==> config.mk <==
export PLATFORM = sky130hd
export DESIGN_NAME = lfsr_bist_wrapper
export DESIGN_NICKNAME = d
export VERILOG_FILES = /design/src/rtl/bist_pkg.sv /design/src/rtl/bist_misr.sv /design/src/rtl/lfsr_bist_wrapper.sv
export SDC_FILE = /design/constraint.sdc
export NUM_CORES = 1
export LEC_CHECK = 0
export CAP_MARGIN = 5
export CORE_ASPECT_RATIO = 0.9
export CORE_MARGIN = 2
export CORE_UTILIZATION = 35
export DETAILED_ROUTE_END_ITERATION = 16
export PLACE_DENSITY = 0.66
export REMOVE_ABC_BUFFERS = 1
export SLEW_MARGIN = 20
export SYNTH_ARGS = -nofsm -noshare
export SYNTH_HDL_FRONTEND = slang
export SYNTH_HIERARCHICAL = 1
export SYNTH_SLANG_ARGS = --single-unit
==> constraint.sdc <==
create_clock -name clk -period 2.2 [get_ports clk]
set_clock_uncertainty 0.05 [all_clocks]
set_input_delay 0.44 -clock clk [delete_from_list [all_inputs] [get_ports clk]]
set_output_delay 0.44 -clock clk [all_outputs]
set_load 0.02 [all_outputs]
==> src/rtl/bist_pkg.sv <==
// Shared definitions for the LFSR/MISR self-test wrapper.
//   state_t       : sequencer states (IDLE, RUN, DONE)
//   SIG_W/LFSR_W  : signature and pattern-generator widths
//   PAT_W         : width of the pattern applied to the circuit under test
//   LFSR_TAPS     : x^16+x^14+x^13+x^11+1 as a mask over l[15:0]
//   DEF_MISR_POLY : default signature polynomial (bit i = x^i)
package bist_pkg;
  localparam int SIG_W  = 16;
  localparam int LFSR_W = 16;
  localparam int PAT_W  = 6;

  // Feedback taken from l[15], l[13], l[12], l[10].
  localparam logic [LFSR_W-1:0] LFSR_TAPS     = 16'hB400;
  localparam logic [SIG_W-1:0]  DEF_MISR_POLY = 16'h1021;

  typedef enum logic [1:0] {
    IDLE = 2'd0,
    RUN  = 2'd1,
    DONE = 2'd2
  } state_t;

  // Fibonacci step: shift left, feedback parity enters at bit 0.
  function automatic logic [LFSR_W-1:0] lfsr_step(input logic [LFSR_W-1:0] l);
    return {l[LFSR_W-2:0], ^(l & LFSR_TAPS)};
  endfunction
endpackage

==> src/rtl/bist_misr.sv <==
// Serial-input signature register (single-input MISR).
//   clk, rst : clock, synchronous active-high reset (clears signature)
//   clr      : synchronous clear, used at the start of each run
//   en       : shift/compact enable
//   din      : serial response bit folded into bit 0
//   sig      : current signature
module bist_misr
  import bist_pkg::*;
#(
  parameter int              W    = SIG_W,
  parameter logic [W-1:0]    POLY = W'(DEF_MISR_POLY)
) (
  input  logic         clk,
  input  logic         rst,
  input  logic         clr,
  input  logic         en,
  input  logic         din,
  output logic [W-1:0] sig
);

  always_ff @(posedge clk) begin
    if (rst || clr)
      sig <= '0;
    else if (en)
      sig <= {sig[W-2:0], 1'b0} ^ (sig[W-1] ? POLY : '0) ^ {{(W-1){1'b0}}, din};
  end

endmodule

==> src/rtl/lfsr_bist_wrapper.sv <==
// Self-test wrapper for the six-input layered example circuits.
// An LFSR drives {a,b,c,d,e,g} = pat_o, the circuit's output f returns on
// resp_i and is compacted by a MISR. One start pulse applies exactly
// N_PATTERNS vectors, then the block parks in DONE with the signature held.
//   clk, rst   : clock, synchronous active-high reset
//   start      : run request, honoured in IDLE or DONE, ignored in RUN
//   resp_i     : circuit output for the pattern on pat_o this cycle
//   pat_o      : lfsr[5:0] while running, zero otherwise
//   busy, done : RUN / DONE state flags (registered, mutually exclusive)
//   signature  : MISR contents
//   pat_count  : vectors applied in the current or last run (saturates)
// Optional macro BIST_GOLDEN_CMP_EN adds output pass = DONE && signature==GOLDEN_SIG.
module lfsr_bist_wrapper
  import bist_pkg::*;
#(
  parameter int                 N_PATTERNS = 64,
  parameter logic [LFSR_W-1:0]  LFSR_SEED  = 16'hACE1,
  parameter logic [SIG_W-1:0]   MISR_POLY  = DEF_MISR_POLY,
  parameter logic [SIG_W-1:0]   GOLDEN_SIG = 16'h0000
) (
  input  logic                              clk,
  input  logic                              rst,
  input  logic                              start,
  input  logic                              resp_i,
  output logic [PAT_W-1:0]                  pat_o,
  output logic                              busy,
  output logic                              done,
  output logic [SIG_W-1:0]                  signature,
  output logic [$clog2(N_PATTERNS+1)-1:0]   pat_count
`ifdef BIST_GOLDEN_CMP_EN
  ,
  output logic                              pass
`endif
);

  localparam int            CW   = $clog2(N_PATTERNS+1);
  localparam logic [CW-1:0] LAST = CW'(N_PATTERNS-1);
  localparam logic [CW-1:0] FULL = CW'(N_PATTERNS);

  state_t             state;
  logic [LFSR_W-1:0]  lfsr;
  logic               launch;
  logic               running;

  assign running = (state == RUN);
  assign launch  = start && !running;

  always_ff @(posedge clk) begin
    if (rst) begin
      state     <= IDLE;
      lfsr      <= LFSR_SEED;
      pat_count <= '0;
      busy      <= 1'b0;
      done      <= 1'b0;
    end else begin
      case (state)
        IDLE, DONE: begin
          if (start) begin
            state     <= RUN;
            lfsr      <= LFSR_SEED;
            pat_count <= '0;
            busy      <= 1'b1;
            done      <= 1'b0;
          end
        end
        RUN: begin
          lfsr <= lfsr_step(lfsr);
          if (pat_count != FULL)
            pat_count <= pat_count + 1'b1;
          if (pat_count == LAST) begin
            state <= DONE;
            busy  <= 1'b0;
            done  <= 1'b1;
          end
        end
        default: begin
          state <= IDLE;
          busy  <= 1'b0;
          done  <= 1'b0;
        end
      endcase
    end
  end

  // Seed reload happens on the launch edge, so the first RUN cycle already
  // presents LFSR_SEED[5:0].
  assign pat_o = running ? lfsr[PAT_W-1:0] : '0;

  bist_misr #(
    .W    (SIG_W),
    .POLY (MISR_POLY)
  ) u_misr (
    .clk (clk),
    .rst (rst),
    .clr (launch),
    .en  (running),
    .din (resp_i),
    .sig (signature)
  );

`ifdef BIST_GOLDEN_CMP_EN
  assign pass = done && (signature == GOLDEN_SIG);
`else
  logic unused_golden;
  assign unused_golden = ^GOLDEN_SIG;
`endif

`ifndef SYNTHESIS
  a_seed_nonzero: assert property (@(posedge clk) disable iff (rst) LFSR_SEED != '0)
    else $error("LFSR_SEED must be non-zero");
`endif

endmodule

### Word level (Yosys, flattened, before mapping)

Cells that the tools add are included.

| storage, ports and cells | value |
|---|---|
| register bits | 43 |
| output and inout port bits | 31 |
| word-level logic and storage cells | 42 |

| cells by class | value |
|---|---|
| $add $sub $neg | 1 |
| equal/unequal tests | 7 |
| mux-type cells | 16 |
| bitwise logic cells | 2 |
| reduce and logical (&&, ||, !) cells | 10 |

Operator list:

| cell | number |
|---|---|
| one-hot mux 16 bit (2 select lines) | 1 |
| 2-to-1 mux 16 bit | 1 |
| XOR reduction 16 bit | 1 |
| XOR 16 x 1 -> 16 bit | 1 |
| XOR 16 bit | 1 |
| 2-to-1 mux 7 bit | 2 |
| one-hot mux 7 bit (2 select lines) | 1 |
| 2-to-1 mux 13 bit | 1 |
| adder 7 x 1 -> 7 bit (second input constant) | 1 |
| == test 7 x 6 -> 1 bit (second input constant) | 1 |
| inequality test 7 bit (second input constant) | 1 |
| 2-to-1 mux 6 bit | 1 |
| 2-to-1 mux 1 bit | 4 |
| 2-to-1 mux 2 bit | 2 |
| inequality test 2 x 1 -> 1 bit (second input constant) | 2 |
| one-hot mux 1 bit (2 select lines) | 2 |
| one-hot mux 2 bit (2 select lines) | 1 |
| AND reduction 2 bit | 2 |
| AND reduction 3 bit | 1 |
| == test 2 x 1 -> 1 bit (second input constant) | 1 |
| == test 2 bit (second input constant) | 1 |
| logical NOT 2 bit | 1 |
| inequality test 2 bit (second input constant) | 1 |
| nonzero test 2 bit | 1 |
| 4 further kinds | 4 |

### Longest topological paths before layout

Gate-level depths: netlist of the first run.

| depth | value |
|---|---|
| word-level depth | 4 |
| mapped depth | 8 |
| depth with buffers taken out | 6 |

### By module

Netlist of the first run, hierarchy kept.

Modules (own cells, without submodules):

| module | instances | cells each | area each (um2) |
|---|---|---|---|
| lfsr_bist_wrapper | 1 | 119 | 1148.6 |
| bist_misr | 1 | 56 | 615.6 |

### Least setup slack after synthesis of the first run

OpenSTA, ideal clock, no wires.

| path | value |
|---|---|
| path type | reg-to-output |
| start point | register state[1] |
| end point | output pat_o[0] |
| arrival | 1.252 ns |
| data required time | 1.710 ns |
| path slack | 0.458 ns |
| stages on the path, launching flop included | 6 |
| cells stage by stage | dfxtp_1 -> nand2b_1 -> inv_1 -> buf_2 -> buf_2 -> and2_1 |

| on the way | value |
|---|---|
| longest elaborated chain between the ends | 2 |

RTL lines:

| what | line | text |
|---|---|---|
| start: declaration | lfsr_bist_wrapper.sv:40 | `state_t state;` |
| start signal: assignment | lfsr_bist_wrapper.sv:50 | `state <= IDLE;` |
| start signal: assignment | lfsr_bist_wrapper.sv:59 | `state <= RUN;` |
| start signal: assignment | lfsr_bist_wrapper.sv:71 | `state <= DONE;` |
| == test 2 x 1 -> 1 bit | lfsr_bist_wrapper.sv:45 | `assign running = (state == RUN);` |
| named net running | lfsr_bist_wrapper.sv:43 | `logic running;` |
| 2-to-1 mux 6 bit | lfsr_bist_wrapper.sv:87 | `assign pat_o = running ? lfsr[PAT_W-1:0] : '0;` |
| end: declaration | lfsr_bist_wrapper.sv:25 | `output logic [PAT_W-1:0] pat_o,` |

The timed path passes the listed nets, and every way through them passes these cells.

### Worst setup path after layout of the first run

| path | value |
|---|---|
| start point | register pat_count[3] |
| end point | output pat_count[3] |

RTL lines:

| what | line | text |
|---|---|---|
| start: declaration | lfsr_bist_wrapper.sv:29 | `output logic [$clog2(N_PATTERNS+1)-1:0] pat_count` |
| start signal: assignment | lfsr_bist_wrapper.sv:69 | `pat_count <= pat_count + 1'b1;` |

No word-level cell between the ends.

==> results of run 1 <==
-- report_power, final --
group	switching [mW]	internal, mW	leakage (nW)	total (mW)
combinational	0.111	0.0830	0.427	0.194
clock	0.300	0.236	0.0495	0.536
sequential	0.0185	0.785	0.341	0.804
total	0.429	1.10	0.818	1.53
-- how the worst max path moves through the flow --
stage                             from        endpoint  cells after the start
after floorplan               state[1]        pat_o[4]                      3
after global placement             rst  u_misr/sig[10]                      3
after detailed placement         start    pat_count[6]                      6
after CTS                 pat_count[3]    pat_count[3]                      1
after global routing          state[0]        pat_o[0]                      4
final                     pat_count[3]    pat_count[3]                      1
-- through the flow --
step	setup WS, ps	cells	area, um2
after detailed placement	168	272	2170
after CTS	218	280	2260
after global routing	119	280	2260
after floorplan	-94.0	166	1700
after global placement	196	272	2170
final	229	280	2260
-- per-layer routing --
layer | part of all wire | up-vias | wire length [um] | GRT usage
met1 | 0.51 | 618 | 1820 | 0.193
met4 | 0.021 | 0 | 74 | 0.0632
li1 | - | 688 | - | -
met3 | 0.032 | 6 | 113 | 0.0416
met2 | 0.44 | 23 | 1570 | 0.200
met5 | 0 | - | 0 | 0
-- cell usage in the layout, fill, tap and decap left out, types with 2 or more instances in the layout --
master / instances
nor2_1: 26
nor2_2: 4
and2_1: 7
dlygate4sd2_1: 6
nand2_1: 2
buf_4: 7
inv_6: 3
clkbuf_8: 5
dfxtp_1: 42
xnor2_1: 7
o22ai_1: 5
nand2b_1: 10
ha_1: 2
o21ai_0: 2
a21oi_1: 7
inv_1: 4
a22oi_1: 4
clkdlybuf4s50_1: 28
xor2_1: 2
a211oi_1: 4
nand3_1: 2
or2_1: 2
a211o_1: 2
mux2i_1: 13
-- final cells by class --
cell class | instances | area, um2 | share of cell area
Timing Repair Buffer | 41 | 385 | 0.171
Tap cell | 65 | 81.3 | 0.0360
Inverter | 5 | 18.8 | 0.00831
Clock buffer | 5 | 68.8 | 0.0305
Multi-Input combinational cell | 119 | 838 | 0.371
Sequential cell | 42 | 841 | 0.372
Clock inverter | 3 | 26.3 | 0.0116
-- repair_timing --
action                     4_1_cts  5_1_grt
gates resized for setup          7        0
setup endpoints to repair        6        0
hold endpoints to repair         0        0
-- cell families after synthesis --
logic type	Yosys count
AO/OA/AOI/OAI	34
adder cells (fa/ha/maj)	2
flip-flops	42
AND/OR/NAND/NOR	61
multiplexers	13
buffers and inverters	14
XOR/XNOR	9
-- state kept, by name, summed over array words and instances (netlist names) --
register / count
pat_count: 7
u_misr/sig: 16
state: 2
busy: 1
lfsr: 16
==> results.md, run 1 <==
* Worst rel slew slack at 0.572
* Syn avg cell area at 10.1 um2
* Slowest-stage cell, CP: clkdlybuf4s50_1
* Routed len/inst at 12.8 um
* Worst R2R Path Depth at 4
* Initial antenna violation count at 0
* First-pass GRT wire length at 6040 um
* FF-to-FF Start: pat_count[6]
* WHS Path Cells at 1
* Layout cells sized above 1 at 0.130
* Setup violators final at 0
* Power per standard cell area at 678 mW/mm2
* Yosys top cell by area: dfxtp_1
* Fin Setup TNS at 0 ps
* Sequential area share after synthesis at 0.477
* Via count of the first global-routing pass at 1210
* CTS max path bufs at 2
* Post-synth EDFFs at 0
* CTS Buf Count at 5
* Critical Path RT at 1710 ps
* Die W at 78.8 um
* CP arrival at 1480 ps
* Static Leakage at 0.818 nW
* RSZ-0062 raised after global routing: false
* Drt first pass iters at 4
* Minimum clock period after layout at 1970 ps
* Synth Register Bits at 42
* Core box area at 0.00486 mm2
* Netlist cell types at 40
* DRT Wirelength at 3580 um
* Post-Synth Adder-Cell Area at 0.0142
* Max cap viols at 0
* Count leader, synth: dfxtp_1
* Worst-Skew Late Latency at 300 ps
* Least-Margin Pin Slew at 642 ps
* Max Slew Vio Count at 0
* Hold Fails Final Rpt at 0
* Hold WS at 429 ps
* Max VDD drop at 0.000349 V
* Fin util at 0.465
* Synthesized-area fraction occupied by ao, oa, aoi and oai cells at 0.150
* Yosys warnings at 6
* R2R Path End: pat_count[0]
* Gp weighted congestion at 0.780
* CP Max Fanout at 6
* Hold path endpoint: lfsr[6]
* Detailed Place HPWL at 2520 um
* Vias at 1335
* Via density at 4.77
* Crit path launch type: flop
* Total gr overflow at 0
* Netlist Area Pre-Place at 0.00176 mm2
* Cells after Synth at 175
* Main combinational cell family by area after synthesis: simple AND/OR/NAND/NOR gates
* Hold Path Origin: lfsr[6]
* Clock transition at the registers of the reported paths at 90 ps
* Status: finished, final reports clean
* R2R setup slack at 490 ps
* IO Pins at 35
* PortBufs at 34
* Largest cells by area after synthesis: dfxtp_1 48%, mux2i_1 7.4%, nor2_1 5.5%
* CTS HTree Levels at 2
* Asr flop ratio synth at 0
* Clock Sinks at 42
* DRC at 0
* Syn-to-layout area delta at 28.1%
* Crit path cell chain: clkdlybuf4s50_1
* Postcts setup bufs at 0
* Top cells by count, synth: 42 x dfxtp_1, 26 x nor2_1, 13 x mux2i_1, 10 x nand2b_1
* CTS tree: yes
* Crit path kind: flop to primary output
* Die Ht at 71.4 um
* Antenna Nets Post-Route at 0
* Root buffer cell: clkbuf_8
* Drt first-iter violations at 63
* CP bufs+invs at 1
* Overall routing resource usage at 0.139
* Largest net degree at the start of global routing at 17
* Layout fillers at 485
* Worst hold path type: flop to flop
* Initial Util at 0.363
* Period utilization at 0.896
* Yosys top cell area share at 0.477
* Synth Area in Simple Gates at 0.192
* Max Clk Rate at 507 MHz
* Total Power at 1.53 mW
* CP Capture Type: primary output
* Multiplexer share of the synthesized area at 0.0738
* Antenna cells at 0
* Die area at 0.00563 mm2
* # hold bufs at CTS at 0
* Dominant synthesized flop cell: dfxtp_1
* Synth Area in XOR/XNOR at 0.0447
* Fin nets at 220
* Std-Cell Rows at 24
* Max incr delay on CP at 670 ps
* CP delay by family, top: buffers and inverters
(Power assumes the default switching activity.)
==> run 2: changes to the inputs <==
CAP_MARGIN = not set   (was 5)
PLACE_DENSITY = 0.63   (was 0.66)
==> results.md, run 2 (synthesis results as in run 1) <==
* Minimum clock period after layout at 1970 ps (-5.09 ps)
* Global route hottest layer: met2
* Max cap viols at 0 (unchanged)
* Status: finished, final reports clean
* CTS max path bufs at 2 (unchanged)
* PortBufs at 34 (unchanged)
* DRC at 0 (unchanged)
* CP Capture Type: primary output
* Routed len/inst at 12.5 um (-2.0%)
* Cells after DPL at 271 (-0.37%)
* Final std cells w/o fill at 279 (-0.36%)
* Layout cells sized above 1 at 0.121 (-0.00874)
* DRT Wirelength at 3500 um (-2.4%)
* Root buffer cell: clkbuf_8
* Setup violators final at 0 (unchanged)
* Final WS setup at 234 ps (+5.09 ps)
* Vias at 1367 (+2.4%)
* Initial antenna violation count at 0 (unchanged)
* Initial Util at 0.363 (unchanged)
* # hold bufs at CTS at 0 (unchanged)
* Crit path cell chain: clkdlybuf4s50_1
* Period utilization at 0.894 (-0.00232)
* Drt first-iter violations at 62 (-1.6%)
* FF-to-FF Start: state[0]
* Via count of the first global-routing pass at 1260 (+4.1%)
* Largest net degree at the start of global routing at 28 (+11)
* RSZ-0062 raised after global routing: false
* Detailed Place HPWL at 2430 um (-3.6%)
* Hold Fails Final Rpt at 0 (unchanged)
* CTS HTree Levels at 2 (unchanged)
* Met1 Track Usage GR at 0.179 (-0.0143)
* Critical Path RT at 1710 ps (about the same)
* Max incr delay on CP at 670 ps (about the same)
* Die W at 78.8 um (unchanged)
* Crit path launch type: flop
* Std-Cell Rows at 24 (unchanged)
* CP delay by family, top: buffers and inverters
* Layout fillers at 500 (+3.1%)
* Syn-to-layout area delta at 30.4%
* Hold WS at 405 ps (-24.7 ps)
* Static Leakage at 0.837 nW (+2.3%)
* CTS tree: yes
* Antenna cells at 0 (unchanged)
* Leading cell types in the layout, fill and taps excluded: 42 x dfxtp_1, 28 x clkdlybuf4s50_1, 26 x nor2_1
* Clock transition at the registers of the reported paths at 80 ps (about the same)
* CP Depth at 1 (unchanged)
* Max Clk Rate at 509 MHz (+0.26%)
* Worst hold path type: flop to flop
* Hold Path Origin: lfsr[5]
* R2R setup slack at 460 ps (-30 ps)
* First-pass GRT wire length at 5900 um (-2.4%)
* Fin nets at 219 (-0.45%)
* Core box area at 0.00486 mm2 (unchanged)
* Overall routing resource usage at 0.134 (-0.00503)
* Max Slew Vio Count at 0 (unchanged)
* Commonest non-fill, non-tap cell in the layout: dfxtp_1
* Fin Setup TNS at 0 ps (unchanged)
* Crit path kind: flop to primary output
* Drt first pass iters at 4 (unchanged)
* Least-Margin Pin Slew at 607 ps (-34.8 ps)
* WHS Path Cells at 1 (unchanged)
* IO Pins at 35 (unchanged)
* CP bufs+invs at 1 (unchanged)
* Power per standard cell area at 756 mW/mm2 (+11%)
* CP Max Fanout at 6 (unchanged)
* Worst-Skew Late Latency at 290 ps (about the same)
* Worst rel slew slack at 0.595 (+0.0232)
* Die Ht at 71.4 um (unchanged)
* CTS Buf Count at 5 (unchanged)
* Met2 GRT Util at 0.201 (+0.000950)
* Die area at 0.00563 mm2 (unchanged)
* CP arrival at 1480 ps (about the same)
* Via density at 4.90 (+2.8%)
* Final Cell Area at 0.00230 mm2 (+1.8%)
* Gp weighted congestion at 0.797 (+2.1%)
* Slowest-stage cell, CP: clkdlybuf4s50_1
* Pre-CTS setup slack at 166 ps (-2.63 ps)
* GRT met3 Usage at 0.0353 (-0.00630)
* Post-DP Area at 0.00216 mm2 (-0.35%)
* Max VDD drop at 0.000412 V (+18%)
* Worst R2R Path Depth at 6 (+2)
* Clock Sinks at 42 (unchanged)
* Crit path launch: pat_count[3]
* Total gr overflow at 0 (unchanged)
* Antenna Nets Post-Route at 0 (unchanged)
* Biggest regs: lfsr (16), u_misr/sig (16), pat_count (7)
-- run 2: final cells by class --
type,count,area [um2],share of cell area
clock buffers,6,82.6,0.0359
clock inverters,2,60.1,0.0261
inverters,5,18.8,0.00816
multi-input cells,119,838,0.365
flip-flops and latches,42,841,0.366
well taps,65,81.3,0.0354
repair buffers,40,378,0.164
-- run 2: metrics by stage --
step | utilization | total power [mW]
after floorplan | - | 0.942
after global placement | 0.445 | 1.02
after detailed placement | 0.445 | 1.02
after CTS | 0.473 | 1.76
after global routing | 0.473 | 1.82
final | 0.473 | 1.74
-- run 2: report_power, final --
group	switching (mW)	internal, mW
registers	0.0183	0.785
clock network	0.259	0.484
logic	0.110	0.0812
total	0.388	1.35
-- run 2: path summary, 6_finish.rpt --
check                       to
hold / removal         lfsr[5]
setup / recovery  pat_count[3]
setup reg to reg  pat_count[0]
hold reg to reg        lfsr[5]
-- run 2: what timing repair did --
action,in CTS,in global routing
endpoints found under the setup margin,6,0
buffers inserted,0,0
endpoints found under the hold margin,0,0
gates resized for setup,6,0
-- run 2: worst register-to-register path, cell delays in order (launching register included) --
cell	delay (ps)
dfxtp_1	380
nand2b_1	100
inv_1	170
buf_4	390
o41ai_2	170
or3_1	340
o31ai_2	60
-- run 2: routing by layer --
layer,share of wire,routed length (um),vias to the layer above
li1,-,-,685
met1,0.50,1740,643
met2,0.44,1540,33
met3,0.040,139,6
met4,0.023,79,0
met5,0,0,-
==> run 3: changes to the inputs <==
CAP_MARGIN = 20   (was not set)
CORE_MARGIN = 1.5   (was 2)
CORE_UTILIZATION = 29   (was 35)
PLACE_DENSITY = 0.55   (was 0.63)
==> results.md, run 3 (synthesis results as in run 1) <==
* Status: finished, final reports clean
* RSZ-0062 raised after global routing: false
* Clock power frac at 0.346 (-0.082)
* CTS max path bufs at 2 (unchanged)
* Via count of the first global-routing pass at 1247 (-1.0%)
* Met2 GRT Util at 0.167 (-0.0347)
* Drt first-iter violations at 67 (+8.1%)
* CP bufs+invs at 1 (unchanged)
* Internal at 1.12 mW (-17%)
* CTS tree: yes
* Slowest-stage cell, CP: clkdlybuf4s50_1
* Crit path launch type: flop
* Power per standard cell area at 673 mW/mm2 (-11%)
* Commonest non-fill, non-tap cell in the layout: dfxtp_1
* Fin Setup TNS at 0 ps (unchanged)
* Net switching power at 0.401 mW (+3.4%)
* Critical Path RT at 1710 ps (about the same)
* DRT Wirelength at 3630 um (+3.7%)
* Std-Cell Rows at 26 (+8.3%)
* Comb power frac at 0.126 (+0.016)
* Max Slew Vio Count at 0 (unchanged)
* Initial Util at 0.306 (-0.0563)
* Switching Fraction at 0.264 (+0.0405)
* Overall routing resource usage at 0.117 (-0.0173)
* Final std cells w/o fill at 282 (+1.1%)
* Die W at 85.2 um (+8.1%)
* CTS Buf Count at 5 (unchanged)
* Total Power at 1.52 mW (-13%)
* Initial antenna violation count at 0 (unchanged)
* CP Capture Type: primary output
* Crit path cell chain: clkdlybuf4s50_1
* IO Pins at 35 (unchanged)
* Minimum clock period after layout at 1980 ps (+15.1 ps)
* Routed len/inst at 12.9 um (+2.6%)
* Hold Fails Final Rpt at 0 (unchanged)
* CP Depth at 1 (unchanged)
* Max cap viols at 0 (unchanged)
* Syn-to-layout area delta at 28.1%
* Biggest regs: lfsr (16), u_misr/sig (16), pat_count (7)
* Total gr overflow at 0 (unchanged)
* GRT met3 Usage at 0.0334 (-0.00190)
* Max Clk Rate at 505 MHz (-0.76%)
* Fin nets at 217 (-0.91%)
* Layout cells sized above 1 at 0.118 (-0.00357)
* Largest net degree at the start of global routing at 31 (+11%)
* Period utilization at 0.901 (+0.00686)
* Worst hold path type: flop to flop
* Root buffer cell: clkbuf_8
* Global route hottest layer: met2
* Cells after DPL at 274 (+1.1%)
* Flop pwr share at 0.529 (+0.067)
* Worst R2R Path Depth at 6 (unchanged)
* PortBufs at 34 (unchanged)
* Detailed Place HPWL at 2470 um (+1.8%)
* Max incr delay on CP at 670 ps (about the same)
* Die area at 0.00656 mm2 (+17%)
* Crit path kind: flop to primary output
* Max VDD drop at 0.000240 V (-42%)
* Vias at 1334 (-2.4%)
* Via density at 4.73 (-3.5%)
* CP arrival at 1490 ps (about the same)
* Die Ht at 77.0 um (+7.9%)
* R2R setup slack at 490 ps (+30 ps)
* Least-Margin Pin Slew at 613 ps (+5.07 ps)
* Hold WS at 415 ps (+10.4 ps)
* Core box area at 0.00576 mm2 (+18%)
* Fin util at 0.392 (-0.0803)
* First-pass GRT wire length at 6110 um (+3.5%)
* CP Max Fanout at 6 (unchanged)
* Worst-Skew Late Latency at 300 ps (about the same)
* Setup violators final at 0 (unchanged)
* CP delay by family, top: buffers and inverters
* Met1 Track Usage GR at 0.165 (-0.0134)
* Clock transition at the registers of the reported paths at 90 ps (about the same)
* Static Leakage at 0.816 nW (-2.4%)
* Antenna Nets Post-Route at 0 (unchanged)
* Worst rel slew slack at 0.592 (-0.00338)
* Leading cell types in the layout, fill and taps excluded: 42 x dfxtp_1, 28 x clkdlybuf4s50_1, 26 x nor2_1
* Gp weighted congestion at 0.740 (-7.1%)
* DRC at 0 (unchanged)
* Clock Sinks at 42 (unchanged)
* WHS Path Cells at 1 (unchanged)
* Drt first pass iters at 4 (unchanged)
* Antenna cells at 0 (unchanged)
* CTS HTree Levels at 2 (unchanged)
-- run 3: cell count changes in the layout (fill, tap and decap cells not counted), sizes merged --
| cell | delta |
|---|---|
| clkinv | +1 |
| bufinv | -2 |
| buf | -2 |
| clkinvlp | +1 |
| dlymetal6s2s | +1 |
| dlygate4sd2 | -1 |
-- run 3: power by group through the flow --
stage | Combinational [mW] | Sequential, mW | Clock, mW
5_1_grt | 0.210 | 0.808 | 0.585
3_5_place_dp | 0.196 | 0.822 | 0
4_1_cts | 0.195 | 0.804 | 0.546
6_report | 0.191 | 0.803 | 0.526
2_1_floorplan | 0.115 | 0.827 | 0
3_3_place_gp | 0.194 | 0.822 | 0
-- run 3: final timing paths --
check,to,startpoint
setup / recovery,pat_count[3],pat_count[3]
hold / removal,lfsr[5],lfsr[5]
setup reg to reg,pat_count[0],state[1]
hold reg to reg,lfsr[5],lfsr[5]
-- run 3: what timing repair did --
action,in CTS,in global routing
setup buffers,0,0
endpoints found under the setup margin,6,1
gates cloned,0,0
resized for setup,6,1
hold buffers,0,0
-- run 3: cell type report --
class	count	area, um2
fill	586	3500
inverter	5	18.8
multi-input combinational	119	838
clock buffer	6	82.6
sequential	42	841
clock inverter	2	12.5
timing repair buffer	38	379
tap	70	87.6
-- run 3: stage by stage --
stage                     worst slack (ps)  instance area [um2]
after global routing                   129                 2260
final                                  219                 2260
after detailed placement               181                 2170
after global placement                 213                 2170
after CTS                             8.90                 2260
after floorplan                      -94.0                 1700
-- run 3: per-layer routing --
metal | up-vias | wire, um
met2 | 23 | 1530
li1 | 684 | -
met4 | 0 | 47
met5 | - | 0
met1 | 620 | 1900
met3 | 7 | 155
